### config.mk
export PLATFORM = sky130hd
export DESIGN_NAME = multi_rate_clk_gen_flat
export DESIGN_NICKNAME = d
export VERILOG_FILES = /design/src/rtl/multi_rate_clk_gen_if.sv /design/src/rtl/multi_rate_clk_gen.sv /design/src/flat_wrapper.sv
export SDC_FILE = /design/constraint.sdc
export NUM_CORES = 1
export LEC_CHECK = 0
export ABC_AREA = 0
export BUFFER_PORTS_ARGS = -buffer_cell sky130_fd_sc_hd__buf_2
export CAP_MARGIN = 20
export CORE_MARGIN = 2
export CORE_UTILIZATION = 50
export CTS_CLUSTER_SIZE = 10
export DETAILED_ROUTE_END_ITERATION = 10
export PLACE_DENSITY_LB_ADDON = 0.08
export SYNTH_ARGS = -nofsm -noshare
export SYNTH_HDL_FRONTEND = slang
export SYNTH_SLANG_ARGS = --single-unit
### constraint.sdc
create_clock -name clk -period 11.1 [get_ports clk]
set_input_delay 0.555 -clock clk [delete_from_list [all_inputs] [get_ports clk]]
set_output_delay 0.555 -clock clk [all_outputs]
set_load 0.05 [all_outputs]
### src/rtl/multi_rate_clk_gen_if.sv
// Config/enable/sync inputs and tick/divided-clock outputs of the multi-rate clock-enable generator.
// The master side drives configuration; the slave side is the generator itself.
interface multi_rate_clk_gen_if #(
    parameter int NUM_CH = 4,
    parameter int CNT_W  = 16,
    parameter int CH_W   = (NUM_CH > 1) ? $clog2(NUM_CH) : 1
);
    logic              cfg_we;
    logic [CH_W-1:0]   cfg_ch;
    logic [CNT_W-1:0]  cfg_div;
    logic [NUM_CH-1:0] ch_en;
    logic              sync;
    logic [NUM_CH-1:0] tick;
    logic [NUM_CH-1:0] div_clk;
    logic              aligned;

    modport master (
        output cfg_we, cfg_ch, cfg_div, ch_en, sync,
        input  tick, div_clk, aligned
    );

    modport slave (
        input  cfg_we, cfg_ch, cfg_div, ch_en, sync,
        output tick, div_clk, aligned
    );
endinterface

### src/rtl/multi_rate_clk_gen.sv
// NUM_CH programmable clock-enable dividers: registered tick, 50% div_clk and aligned flag (1-cycle latency).
// No backpressure; new divisors wait in a pending register until terminal count, channel disable or sync.
module multi_rate_clk_gen #(
    parameter int NUM_CH      = 4,
    parameter int CNT_W       = 16,
    parameter int DEFAULT_DIV = 2,
    parameter int CH_W        = (NUM_CH > 1) ? $clog2(NUM_CH) : 1
) (
    input logic                clk,
    input logic                rst_n,
    multi_rate_clk_gen_if.slave bus
);

    localparam logic [CNT_W-1:0] ONE      = CNT_W'(1);
    localparam logic [CNT_W-1:0] DIV_INIT = CNT_W'(DEFAULT_DIV);

    logic [CNT_W-1:0]  cnt_q    [NUM_CH];
    logic [CNT_W-1:0]  cnt_d    [NUM_CH];
    logic [CNT_W-1:0]  active_q [NUM_CH];
    logic [CNT_W-1:0]  active_d [NUM_CH];
    logic [CNT_W-1:0]  pend_q   [NUM_CH];
    logic [CNT_W-1:0]  pend_d   [NUM_CH];
    logic [NUM_CH-1:0] pend_vld_q, pend_vld_d;
    logic [NUM_CH-1:0] tick_q, tick_d;
    logic [NUM_CH-1:0] dclk_q, dclk_d;
    logic              aligned_q, aligned_d;

    logic [NUM_CH-1:0] term;
    logic [CNT_W-1:0]  wr_div;
    logic              wr_hit;
    logic [CNT_W-1:0]  new_pend;

    always_comb begin
        cnt_d      = cnt_q;
        active_d   = active_q;
        pend_d     = pend_q;
        pend_vld_d = pend_vld_q;
        tick_d     = tick_q;
        dclk_d     = dclk_q;
        term       = '0;
        wr_hit     = 1'b0;
        new_pend   = '0;
        wr_div     = (bus.cfg_div == '0) ? ONE : bus.cfg_div;

        for (int i = 0; i < NUM_CH; i++) begin
            // ">=" rather than "==": a divisor shrunk while disabled may leave cnt beyond the new end.
            term[i]  = (cnt_q[i] >= (active_q[i] - ONE));
            wr_hit   = bus.cfg_we && (32'(bus.cfg_ch) == i);
            new_pend = wr_hit ? wr_div : pend_q[i];

            if (bus.sync) begin
                cnt_d[i]      = '0;
                tick_d[i]     = 1'b0;
                dclk_d[i]     = 1'b0;
                active_d[i]   = new_pend;
                pend_d[i]     = new_pend;
                pend_vld_d[i] = 1'b0;
            end else begin
                pend_d[i]     = new_pend;
                pend_vld_d[i] = pend_vld_q[i] | wr_hit;

                // A write landing on the switch edge stays pending for the next boundary.
                if (pend_vld_q[i] && (!bus.ch_en[i] || term[i])) begin
                    active_d[i]   = pend_q[i];
                    pend_vld_d[i] = wr_hit;
                end

                if (bus.ch_en[i]) begin
                    if (term[i]) begin
                        cnt_d[i]  = '0;
                        tick_d[i] = 1'b1;
                        dclk_d[i] = ~dclk_q[i];
                    end else begin
                        cnt_d[i]  = cnt_q[i] + ONE;
                        tick_d[i] = 1'b0;
                    end
                end else begin
                    tick_d[i] = 1'b0;
                end
            end
        end

        aligned_d = !bus.sync && (|bus.ch_en) && (&(term | ~bus.ch_en));
    end

    always_ff @(posedge clk or negedge rst_n) begin
        if (!rst_n) begin
            for (int i = 0; i < NUM_CH; i++) begin
                cnt_q[i]    <= '0;
                active_q[i] <= DIV_INIT;
                pend_q[i]   <= DIV_INIT;
            end
            pend_vld_q <= '0;
            tick_q     <= '0;
            dclk_q     <= '0;
            aligned_q  <= 1'b0;
        end else begin
            for (int i = 0; i < NUM_CH; i++) begin
                cnt_q[i]    <= cnt_d[i];
                active_q[i] <= active_d[i];
                pend_q[i]   <= pend_d[i];
            end
            pend_vld_q <= pend_vld_d;
            tick_q     <= tick_d;
            dclk_q     <= dclk_d;
            aligned_q  <= aligned_d;
        end
    end

    assign bus.tick    = tick_q;
    assign bus.div_clk = dclk_q;
    assign bus.aligned = aligned_q;

endmodule

### src/flat_wrapper.sv
// flat-port wrapper written by rule: the top's interface ports become plain ports
module multi_rate_clk_gen_flat 
#(
    parameter int NUM_CH      = 4,
    parameter int CNT_W       = 16,
    parameter int DEFAULT_DIV = 2,
    parameter int CH_W        = (NUM_CH > 1) ? $clog2(NUM_CH) : 1
)
  (clk, rst_n, bus_cfg_we, bus_cfg_ch, bus_cfg_div, bus_ch_en, bus_sync, bus_tick, bus_div_clk, bus_aligned);
  multi_rate_clk_gen_if #(.NUM_CH(NUM_CH), .CNT_W(CNT_W), .CH_W(CH_W)) bus_i ();
  input logic clk;
  input logic rst_n;
  input wire logic [$bits(bus_i.cfg_we)-1:0] bus_cfg_we;
  input wire logic [$bits(bus_i.cfg_ch)-1:0] bus_cfg_ch;
  input wire logic [$bits(bus_i.cfg_div)-1:0] bus_cfg_div;
  input wire logic [$bits(bus_i.ch_en)-1:0] bus_ch_en;
  input wire logic [$bits(bus_i.sync)-1:0] bus_sync;
  output wire logic [$bits(bus_i.tick)-1:0] bus_tick;
  output wire logic [$bits(bus_i.div_clk)-1:0] bus_div_clk;
  output wire logic [$bits(bus_i.aligned)-1:0] bus_aligned;
  assign bus_i.cfg_we = bus_cfg_we;
  assign bus_i.cfg_ch = bus_cfg_ch;
  assign bus_i.cfg_div = bus_cfg_div;
  assign bus_i.ch_en = bus_ch_en;
  assign bus_i.sync = bus_sync;
  assign bus_tick = bus_i.tick;
  assign bus_div_clk = bus_i.div_clk;
  assign bus_aligned = bus_i.aligned;
  multi_rate_clk_gen #(.NUM_CH(NUM_CH), .CNT_W(CNT_W), .DEFAULT_DIV(DEFAULT_DIV), .CH_W(CH_W)) u_core (.clk(clk), .rst_n(rst_n), .bus(bus_i));
endmodule
==> run metrics, run 1 <==
fraction of registers with async set/reset 100%; status complete, no violations; worst slew pin tran 1070 ps; CTS clock-pin slew for the worst setup and hold paths 50 ps; fill cell count 2099; clock skew 15.3 ps; Multi-input gate area 0.00620 sq mm; Synthesis Warnings 0; post-route antenna net violation count 0; most frequent CP cell a21oi_1; via count 8596; Startpoint Class flop; Crit Path Max Fanout 16; leakage power 5.89 nW; core area 0.0233 sq mm; starting density of the core 50.4%; Peak VDD IR 121 uV; drt initial violations 535; Sum Neg Setup Slack 0 ps; clk_lat worst skew 530 ps; Layout Area Growth over Synthesis 10.1%; cells after synthesis 1159; fin area 0.0129 sq mm; clk sinks 205; Site Rows 56; Slew Limit Fails 0; Slew Limit Headroom 28.6%; pre-CTS setup slack 6690 ps; GRT Total Usage 22.2%; postcts setup bufs 0; final WL 26300 um; First-pass DRT Iterations 4; clock tree buffer depth 3; die height 157 um; arrival time worst endpoint 4840 ps; H-tree level count 1; first-pass GRT wire length 43800 um; DRC viols 0; fin crit period 4430 ps; Storage cell area 0.00514 sq mm; total gr overflow 0; sequential area share after synthesis 43.9%; CP Class reg -> reg; Worst Path Required 11510 ps; largest net degree at the start of global routing 76; Yosys reg bits 205; Non-Filler Instances 1529; path type of the worst min-delay path in -> async; slowest stage delay, CP 790 ps; Fin. Hold Viols 0; Avg Vias per Cell 5.62; period utilization 39.9%; RD Place Congestion 0.776; initial antenna violation count 0; post-detail-place hpwl 18100 um; Crit. End Element flop; CTS tree done; n_diodes 0; Syn Nets 1257; Post-DP Area 0.0122 sq mm; power per cell area 157 mW/mm^2; vias in the first global route 8241; placed insts 1482; post-layout worst setup margin 6670 ps; Final setup violation count 0; # IOs 35; WHS 70.8 ps; Max-cap violations 0; critical path's slowest cell a211o_1; Syn Std Cell Area 0.0117 sq mm; Tot Pwr 2.03 mW; final net count 1289; CTS Hold Bufs 0; Yosys cell types 67; clock root cell clkbuf_16; die area 0.0247 sq mm; Top FF cell, synth dfrtp_1; Die W 157 um; critical path, cell by cell nor3_1 > nand3b_1 > nor4_1 > nand2_1 > or3_1 > xor2_1 > ha_1 > a21oi_1 > o21ai_0 > o21bai_1 > a21oi_1 > a211o_1 > mux2_2; total CTS buffers 25; I/O Buffers 34; DR WL/cell 17.2 um; EDFF count, synth 0; syn avg cell area 10.1 sq um; fin util 55.4%; RSZ-0062 raised after global routing false; layout cell share with drive strength beyond 1 13.2%; post_cts resized 0; Max Clk Rate 0.226 GHz
where the power goes:
| part | switching [mW] | internal [mW] |
|---|---|---|
| registers | 0.0860 | 0.847 |
| clock network | 0.310 | 0.434 |
| logic | 0.182 | 0.168 |
| total | 0.579 | 1.45 |
per-layer routing:
layer  routed length (um)  GRT usage [%]  vias up
met2                12200           35.9      108
met4                  515           4.85        0
met3                  742           2.67       38
li1                     -              -     4248
met1                12800           32.2     4202
met5                    0              0        -
cell type report:
| cell class | instances | area share (%) |
|---|---|---|
| tap | 319 | 3.09 |
| timing repair buffer | 42 | 1.93 |
| inverter | 47 | 1.37 |
| sequential | 205 | 39.9 |
| multi-input combinational | 870 | 48.1 |
| clock inverter | 2 | 0.107 |
| clock buffer | 44 | 5.56 |
worst paths after layout:
path                       slack, ps                    to                 from  cells after the start
max reg2reg                     6670   u_core.active_q[16]  u_core.active_q[16]                     13
max in group asynchronous       8960    u_core.active_q[4]                rst_n                      3
max                             6670   u_core.active_q[16]  u_core.active_q[16]                     13
min                               70      u_core.pend_q[9]                rst_n                      1
min in group clk                 360  u_core.pend_vld_q[2]         bus_ch_en[2]                      3
min reg2reg                      450   u_core.active_q[17]    u_core.pend_q[17]                      2
placed cells by master, fill, tap and decap left out, types with 27 or more instances in the layout:
master / n
or3_1: 28
ha_1: 72
o21ai_0: 67
inv_1: 46
nand3_1: 27
a21oi_1: 68
xnor2_1: 47
mux2_2: 63
mux2i_1: 67
nand2_1: 91
buf_2: 32
nor3_1: 30
dfrtp_1: 197
nor2_1: 90
logic make-up after synthesis:
logic type      after synthesis  share of synthesized area [%]
fa+ha+maj                    72                           7.69
simple gates                373                           16.0
xor+xnor                     72                           5.38
compound gates              223                           12.0
buf+inv                      84                           3.23
mux                         130                           11.8
flops                       205                           43.9
state kept, by name, indices dropped and copies added, names as in the netlist:
register	flops
u_core.bus.aligned	1
u_core.cnt_q	64
u_core.pend_vld_q	4
u_core.bus.div_clk	4
u_core.active_q	64
u_core.pend_q	64
u_core.bus.tick	4
synthesized netlist by cell type, types with 6 or more instances:
library cell	instances	area [sq um]
a2bb2oi_1	11	96.3
or2_2	6	37.5
mux2_2	63	709
nor4_1	20	125
nand3_1	27	135
a21oi_1	68	340
dfrtp_1	197	4930
nor3b_1	11	82.6
dfstp_2	8	210
nor3_1	30	150
nand2b_1	11	68.8
inv_1	47	176
nor2_1	90	338
o21ai_0	67	335
mux2i_1	67	671
nand2_1	91	342
and3_1	14	87.6
xor2_1	25	219
a31oi_1	15	93.8
nand4_1	16	100
xnor2_1	47	412
a21o_1	19	143
ha_1	72	901
or3_1	28	175
clkbuf_1	22	82.6
critical path: cells and delay by family, from the launching register on:
kind	cells	cell delay, ps
compound gates	5	1570
xor+xnor	1	150
fa+ha+maj	1	300
flops	1	370
mux	1	410
simple gates	5	1500
No activity file was read; power rests on OpenSTA's default activity.
==> run 2: changes to the inputs <==
==> constraint.sdc (replaced) <==
create_clock -name clk -period 4.6 [get_ports clk]
set_input_delay 0.23 -clock clk [delete_from_list [all_inputs] [get_ports clk]]
set_output_delay 0.23 -clock clk [all_outputs]
set_load 0.05 [all_outputs]
==> run metrics, run 2 (synthesized netlist as in run 1, its figures left out) <==
Worst Path Required 5010 ps (-6500 ps); vias in the first global route 8312 (+0.86%); Max-cap violations 0 (unchanged); layout cell share with drive strength beyond 1 13.7% (+0.49 points); worst slew pin tran 1000 ps (-69.4 ps); Avg Vias per Cell 5.54 (-1.4%); clock skew 12.4 ps (-2.82 ps); FF-to-FF setup slack 690 ps (-5980 ps); total CTS buffers 25 (unchanged); WHS Path Cells 3; Slew Limit Headroom 33.1% (+4.5 points); CTS Hold Bufs 3 (+3); clk_lat worst skew 520 ps (about the same); fin util 55.8% (+0.39 points); Fin. Hold Viols 0 (unchanged); clk sinks 205 (unchanged); CP Class reg -> reg; commonest non-fill, non-tap cell in the layout dfrtp_1; DR WL/cell 17.3 um (+0.39%); RD Place Congestion 0.821 (+5.8%); First-pass DRT Iterations 4 (unchanged); launching point of the worst reg2reg path u_core.active_q[16]; commonest cells after routing, fill and taps aside dfrtp_1, nand2_1, nor2_1; Crit. End Element flop; I/O Buffers 34 (unchanged); Slew Limit Fails 0 (unchanged); final net count 1298 (+0.70%); fill cell count 2094 (-0.24%); leakage power 5.94 nW (+0.83%); post_cts resized 0 (unchanged); clock tree buffer depth 3 (unchanged); crit path from u_core.active_q[16]; arrival time worst endpoint 4330 ps (-510 ps); status complete, no violations; CTS clock-pin slew for the worst setup and hold paths 60 ps (about the same); n_diodes 0 (unchanged); clock root cell clkbuf_16; Layout Area Growth over Synthesis 10.9%; Peak VDD IR 307 uV (+150%); Crit Path Max Fanout 7 (-9); total gr overflow 0 (unchanged); postcts setup bufs 0 (unchanged); first-pass GRT wire length 43800 um (+0.13%); CTS tree done; # IOs 35 (unchanged); post-detail-place hpwl 18100 um (about the same); DRC viols 0 (unchanged); Startpoint Class flop; WHS 32.3 ps (-38.5 ps); Sum Neg Setup Slack 0 ps (unchanged); reg2reg path depth 13 (unchanged); via count 8522 (-0.86%); H-tree level count 1 (unchanged); power per cell area 380 mW/mm^2 (+140%); GRT Total Usage 22.1% (-0.086 points); period utilization 85.1% (+45 points); top flop regs u_core.active_q: 64 flops, u_core.cnt_q: 64 flops, u_core.pend_q: 64 flops; Final setup violation count 0 (unchanged); hold endpoint u_core.bus.tick[1]; die height 157 um (unchanged); Max Clk Rate 0.256 GHz (+13%); RR Endpoint u_core.active_q[16]; Site Rows 56 (unchanged); path type of the worst min-delay path in -> reg; RSZ-0062 raised after global routing false; core area 0.0233 sq mm (unchanged); Die W 157 um (unchanged); Storage cell area 0.00514 sq mm (unchanged); fin crit period 3910 ps (-519 ps); die area 0.0247 sq mm (unchanged); largest net degree at the start of global routing 108 (+42%); final WL 26500 um (+0.92%); initial antenna violation count 0 (unchanged); Multi-input gate area 0.00620 sq mm (unchanged); Tot Pwr 4.93 mW (+140%); starting density of the core 50.4% (unchanged); drt initial violations 540 (+0.93%); min-delay src bus_ch_en[1]; post-route antenna net violation count 0 (unchanged)
-- run 2: report_power, final --
group	switching [mW]	internal, mW	total [mW]
Clock	0.753	1.07	1.82
Combinational	0.444	0.409	0.853
Sequential	0.209	2.04	2.25
-- run 2: layer usage --
layer	up-vias	global-route usage (%)	part of all wire, %
li1	4265	-	-
met1	4115	32.0	50
met2	110	35.6	45
met4	0	5.19	1.9
met5	-	0	0
met3	32	2.70	3.0
-- run 2: worst max path at each step --
| stage | endpoint | slack (ps) | cells after the start |
|---|---|---|---|
| 3_5_place_dp | u_core.active_q[15] | 660 | 13 |
| 6_report | u_core.active_q[16] | 690 | 13 |
| 5_1_grt | u_core.active_q[16] | 320 | 14 |
| 3_3_place_gp | u_core.active_q[63] | 730 | 13 |
| 4_1_cts | u_core.active_q[12] | 640 | 13 |
| 2_1_floorplan | u_core.active_q[54] | 860 | 13 |
-- run 2: metrics by stage --
step,std cells,instance area [sq um],worst slack (ps)
2_1_floorplan,1159,11700,862
3_3_place_gp,1489,12200,732
3_5_place_dp,1489,12200,662
4_1_cts,1537,13000,639
5_1_grt,1537,13000,320
6_report,1537,13000,687
-- run 2: area by class of cell --
type | instances | area share, %
clock buffer | 44 | 5.67
clock inverter | 1 | 0.0385
inverter | 47 | 1.36
multi-input combinational | 870 | 47.7
sequential | 205 | 39.6
tap | 319 | 3.07
timing repair buffer | 51 | 2.53
-- run 2: worst max-delay path: stages (launching register included) --
cell,delay (ps)
dfrtp_1,370
nor3_1,360
nand3b_1,150
nor4_1,450
nand2_1,150
or3_1,360
xor2_1,150
ha_1,310
nand4_1,130
nor3_1,340
a21oi_1,210
a211o_1,350
buf_4,180
mux2_2,270
